===== src/rtl/shake_input_loader.sv =====
// shake_input_loader: packs a 64-bit little-endian message word stream into
// one rate-sized block and applies SHAKE padding: a 0x1F domain byte after
// the message, zero fill, and 0x80 ORed into the final byte of the block.
// Handshake: a message word moves when in_valid & in_ready are both high at a
// rising clock edge. in_ready is high only in FILL. A full block is offered
// through input_buffer_ready, and the permute FSM consumes it with a pulse on
// input_buffer_ready_clr or absorb_enable.
module shake_input_loader #(
    parameter int RATE_WORDS = 21
) (
    input  logic                    clk,
    input  logic                    rst,
    input  logic [63:0]             in_data,
    input  logic                    in_valid,
    input  logic                    in_last,
    input  logic [3:0]              in_bytes,
    output logic                    in_ready,
    input  logic                    input_buffer_ready_clr,
    input  logic                    absorb_enable,
    input  logic                    last_block_in_buffer_clr,
    output logic                    input_buffer_ready,
    output logic                    last_block_in_input_buffer,
    output logic [64*RATE_WORDS-1:0] block_data,
    output logic [1:0]              dbg_state
);

    localparam int CW = (RATE_WORDS > 1) ? $clog2(RATE_WORDS) : 1;
    localparam logic [CW-1:0] LAST_IDX = CW'(RATE_WORDS - 1);
    localparam logic [63:0] TOP_PAD = 64'h8000_0000_0000_0000;
    localparam logic [63:0] DOMAIN = 64'h0000_0000_0000_001F;

    typedef enum logic [1:0] {
        ST_FILL = 2'd0,
        ST_PAD  = 2'd1,
        ST_FULL = 2'd2
    } state_t;

    state_t                  state_q, state_d;
    logic [CW-1:0]           word_cnt_q, word_cnt_d;
    logic                    pad_pending_q, pad_pending_d;
    logic                    first_pad_q, first_pad_d;
    logic                    in_ready_q, in_ready_d;
    logic                    ibr_q, ibr_d;
    logic                    last_blk_q, last_blk_d;
    logic [64*RATE_WORDS-1:0] block_q, block_d;

    logic        consume;
    logic        last_slot;
    logic [3:0]  eff_bytes;
    logic [5:0]  byte_shift;
    logic [63:0] keep_mask;
    logic [63:0] tail_word;
    logic [63:0] pad_word;
    logic        wr_en;
    logic [63:0] wr_word;
    logic        enter_last;

    // Next-state, block write and handshake flag computation.
    always_comb begin
        state_d       = state_q;
        word_cnt_d    = word_cnt_q;
        pad_pending_d = pad_pending_q;
        first_pad_d   = first_pad_q;
        ibr_d         = ibr_q;
        last_blk_d    = last_blk_q;
        block_d       = block_q;
        wr_en         = 1'b0;
        wr_word       = 64'd0;
        enter_last    = 1'b0;

        consume    = input_buffer_ready_clr | absorb_enable;
        last_slot  = (word_cnt_q == LAST_IDX);
        // Byte counts above 8 saturate to a full word.
        eff_bytes  = (in_bytes > 4'd8) ? 4'd8 : in_bytes;
        byte_shift = {eff_bytes[2:0], 3'b000};
        keep_mask  = (64'd1 << byte_shift) - 64'd1;
        tail_word  = (in_data & keep_mask) | (DOMAIN << byte_shift);
        pad_word   = (first_pad_q ? DOMAIN : 64'd0) | (last_slot ? TOP_PAD : 64'd0);

        case (state_q)
            ST_FILL: begin
                if (in_valid && in_ready_q) begin
                    wr_en   = 1'b1;
                    wr_word = in_data;
                    if (in_last && (eff_bytes != 4'd8)) begin
                        // Partial last word carries the domain byte itself.
                        wr_word = tail_word | (last_slot ? TOP_PAD : 64'd0);
                        if (last_slot) begin
                            state_d    = ST_FULL;
                            enter_last = 1'b1;
                        end else begin
                            state_d     = ST_PAD;
                            first_pad_d = 1'b0;
                        end
                    end else if (in_last) begin
                        // Full last word: domain byte goes into the next word,
                        // which may live in an extra block.
                        if (last_slot) begin
                            state_d       = ST_FULL;
                            pad_pending_d = 1'b1;
                        end else begin
                            state_d     = ST_PAD;
                            first_pad_d = 1'b1;
                        end
                    end else if (last_slot) begin
                        state_d = ST_FULL;
                    end
                    word_cnt_d = last_slot ? '0 : word_cnt_q + 1'b1;
                end
            end
            ST_PAD: begin
                wr_en       = 1'b1;
                wr_word     = pad_word;
                first_pad_d = 1'b0;
                if (last_slot) begin
                    state_d    = ST_FULL;
                    enter_last = 1'b1;
                    word_cnt_d = '0;
                end else begin
                    word_cnt_d = word_cnt_q + 1'b1;
                end
            end
            ST_FULL: begin
                if (consume) begin
                    ibr_d      = 1'b0;
                    word_cnt_d = '0;
                    if (pad_pending_q) begin
                        pad_pending_d = 1'b0;
                        first_pad_d   = 1'b1;
                        state_d       = ST_PAD;
                    end else begin
                        state_d = ST_FILL;
                    end
                end
            end
            default: state_d = ST_FILL;
        endcase

        for (int i = 0; i < RATE_WORDS; i++) begin
            if (wr_en && (word_cnt_q == CW'(i))) begin
                block_d[64*i +: 64] = wr_word;
            end
        end

        if ((state_q != ST_FULL) && (state_d == ST_FULL)) begin
            ibr_d      = 1'b1;
            last_blk_d = enter_last;
        end
        // The permute FSM's clear beats a same-cycle set.
        if (last_block_in_buffer_clr) begin
            last_blk_d = 1'b0;
        end

        in_ready_d = (state_d == ST_FILL);
    end

    // State and output registers; reset discards any message in flight.
    always_ff @(posedge clk or negedge rst) begin
        if (!rst) begin
            state_q       <= ST_FILL;
            word_cnt_q    <= '0;
            pad_pending_q <= 1'b0;
            first_pad_q   <= 1'b0;
            in_ready_q    <= 1'b0;
            ibr_q         <= 1'b0;
            last_blk_q    <= 1'b0;
            block_q       <= '0;
        end else begin
            state_q       <= state_d;
            word_cnt_q    <= word_cnt_d;
            pad_pending_q <= pad_pending_d;
            first_pad_q   <= first_pad_d;
            in_ready_q    <= in_ready_d;
            ibr_q         <= ibr_d;
            last_blk_q    <= last_blk_d;
            block_q       <= block_d;
        end
    end

    assign in_ready                   = in_ready_q;
    assign input_buffer_ready         = ibr_q;
    assign last_block_in_input_buffer = last_blk_q;
    assign block_data                 = block_q;
    assign dbg_state                  = state_q;

endmodule


===== config.mk =====
export PLATFORM = sky130hd
export DESIGN_NAME = shake_input_loader
export DESIGN_NICKNAME = d
export VERILOG_FILES = /design/src/rtl/shake_input_loader.sv
export SDC_FILE = /design/constraint.sdc
export NUM_CORES = 2
export LEC_CHECK = 0
export ABC_AREA = 1
export CORE_AREA = 4 4 545 547
export DETAILED_ROUTE_END_ITERATION = 6
export DIE_AREA = 0 0 549 551
export DONT_BUFFER_PORTS = 1
export HOLD_SLACK_MARGIN = 0.12
export PLACE_DENSITY = 0.37
export SKIP_CTS_REPAIR_TIMING = 1
export SYNTH_ARGS = -nofsm -noshare
export SYNTH_HDL_FRONTEND = slang
export SYNTH_SLANG_ARGS = --single-unit

===== constraint.sdc =====
create_clock -name clk -period 4.2 [get_ports clk]
set_clock_uncertainty 0.05 [all_clocks]
set_input_delay 1.26 -clock clk [delete_from_list [all_inputs] [get_ports clk]]
set_output_delay 1.26 -clock clk [all_outputs]
set_load 0.01 [all_outputs]

==> impl_metrics.tcl <==
set metrics [dict create \
    outcome "complete, no violations" \
    clk_pin_slew_ns 0.06 \
    hold_viol 0 \
    finalSetupViolCount 0 \
    grt_overflow 0 \
    fillers 32030 \
    slew_headroom_pct 11.14 \
    grt_setup_unrepaired "no" \
    cp.required_ns 4.88 \
    tns_ns 0 \
    tightestPinTransition_ns 1.333 \
    hpwl_um 173200 \
    dr.pass1.iters 5 \
    critical_path_arrival_ns 4.27 \
    max-cap-violations 0 \
    via_per_inst 4.060 \
    grt_pass1_vias 34970 \
    route.detailed.drc 0 \
    netlist_area_sq_um 49250 \
    vias 35850 \
    grt_pass1_wl_um 325600 \
    die_y_um 551 \
    areaGrowthSynthToFinish_pct 21.65 \
    clock_latency_ns 0.83 \
    hold_path.class "primary input to asynchronous set/reset pin" \
    layout_common_cells "nand2_1 (1468), dfrtp_1 (1356), o21ai_0 (1130)" \
    crit_type "primary input to asynchronous set/reset pin" \
    start_util_pct 16.83 \
    total_leakage_power_nw 26.37 \
    synthCells 4848 \
    finalNetCount 4848 \
    cp-end-kind "asynchronous set/reset pin" \
    wl_per_cell_um 27.90 \
    synth_edf_count 0 \
    root_buffer "clkbuf_16" \
    fin_util_pct 20.48 \
    synth_seq_cells 1356 \
    htreeDepth 4 \
    final.min_clock_period_ns 3.594 \
    pin_count 1424 \
    switchingPower_w 0.01806 \
    clock_power_share_pct 30.8 \
    slew_violations 0 \
    cp-start-kind "primary input" \
    ys_types 30 \
    placed_cells 8518 \
    switching_share_pct 39.36 \
    timing.final.crit_share_pct 85.57 \
    synth_top_area_cell "dfrtp_1" \
    rrSetupSlack_ns 0.71 \
    fmax_ghz 0.2782 \
    synth_area_leaders "dfrtp_1 (69%), o21ai_0 (12%), nand2_1 (11%)" \
    wirelength_um 246300 \
    port_buffers 0 \
    cts_buffers 162 \
    crit_fanout 210 \
    syn_avg_cell_area_sq_um 10.16 \
    grt_max_degree 213 \
    dieArea_sq_um 302500 \
    syn-num-nets 4933 \
    yosysWarningCount 0 \
    layout.cells.non_filler 8830 \
    core_area_sq_um 292600 \
    cts.sinks 1356 \
    seqPwrFrac_pct 52.6 \
    drive_above_1_share_pct 10.01 \
    powerDensity_nw_per_um2 766.0 \
    antenna_found_initial 41 \
    gp_congestion 0.7875 \
    postSynth.asyncResetShare_pct 100.0 \
    synth-seq-area-share_pct 68.90 \
    rows 199 \
    drt_iter0_markers 3694 \
    synth_flop_cell "dfrtp_1" \
    gr-usage-all-layers_pct 15.47 \
    layout_commonest_cell "nand2_1" \
    peakVddDrop_v 0.0003324 \
    cts_tree "built" \
    comb_power_share_pct 16.6 \
    clockBufferDepth 4 \
    ant_nets 0 \
    internal_power_w 0.02783 \
    synth_top_area_share_pct 68.90 \
    die_w_um 549 \
]
==> path summary, 6_finish.rpt <==
check | start | endpoint | cells after the start
setup / recovery | rst | block_data[939]$_DFFE_PN0P_ | 3
max in group clk | dbg_state[0]$_DFF_PN0_ | block_data[511]$_DFFE_PN0P_ | 10
min in group clk | block_data[1055]$_DFFE_PN0P_ | block_data[1055]$_DFFE_PN0P_ | 2
setup reg to reg | dbg_state[0]$_DFF_PN0_ | block_data[511]$_DFFE_PN0P_ | 10
hold / removal | rst | block_data[637]$_DFFE_PN0P_ | 0
hold reg to reg | block_data[1055]$_DFFE_PN0P_ | block_data[1055]$_DFFE_PN0P_ | 2
==> layer usage <==
layer  vias to the layer above  track usage [%]  routed length [um]
li1                      15750                -                   -
met4                        12            4.384                6679
met3                       312            7.316               31340
met1                     17980            18.45               95120
met2                      1800            24.84              113100
met5                         -                0                  65
==> registers in the layout (all words and copies together) (netlist names) <==
register	count
last_block_in_input_buffer	1
word_cnt_q	5
in_ready	1
dbg_state	2
pad_pending_q	1
input_buffer_ready	1
block_data	1344
first_pad_q	1
==> stage by stage <==
| step | hold WS (ns) | worst slack (ns) | instance area (sq um) | total power, W |
|---|---|---|---|---|
| detailed placement | 0.4938 | -0.01854 | 54570 | 0.03215 |
| finish | 0.08366 | 0.6059 | 59910 | 0.04590 |
| floorplan | 0.4034 | 1.084 | 49250 | 0.02631 |
| global placement | 0.4874 | 0.01768 | 54570 | 0.03199 |
| CTS | -0.02080 | 0.5189 | 59850 | 0.04659 |
| global route | -0.007840 | 0.3947 | 59870 | 0.04841 |
==> kinds of logic after synthesis <==
kind of cell             count (synthesis)  synth area share [%]
XOR/XNOR                                 2               0.03557
adder cells (fa/ha/maj)                 10                0.2540
AND/OR/NAND/NOR                       1660                 12.91
flip-flops                            1356                 68.90
buffers and inverters                  484                 4.047
AO/OA/AOI/OAI                         1336                 13.86
==> worst max-delay path, stage by stage <==
cell	delay [ns]
buf_16	0.50
buf_16	0.61
buf_16	0.63
==> area by class of cell <==
type,count,area (sq um),share of cell area (%)
tap,3919,4903,8.184
clock buffer,236,4642,7.748
antenna,24,60.06,0.1002
inverter,62,300.3,0.5012
timing repair buffer,173,1957,3.266
clock inverter,52,641.9,1.071
sequential,1356,33930,56.64
multi-input combinational,3008,13480,22.49
==> power groups by stage <==
| stage | clock (W) | combinational, W | sequential [W] |
|---|---|---|---|
| after CTS | 0.0146 | 0.00776 | 0.0243 |
| after global routing | 0.0151 | 0.00865 | 0.0247 |
| final | 0.0142 | 0.00761 | 0.0241 |
| after global placement | 0 | 0.00755 | 0.0244 |
| after floorplan | 0 | 0.00473 | 0.0216 |
| after detailed placement | 0 | 0.00775 | 0.0244 |
==> synthesized netlist by cell type (all sizes together) (2+ instances only) <==
master and count:
clkbuf 318, inv 62, buf 104, nand2 1483, dfrtp 1356, nor3 6, a31oi 102, a21oi 7
nand4 3, ha 10, nor2 136, o211ai 2, nand3 31, o22ai 3, o21ai 1222
Note: power is estimated with default switching activity, not from simulation.
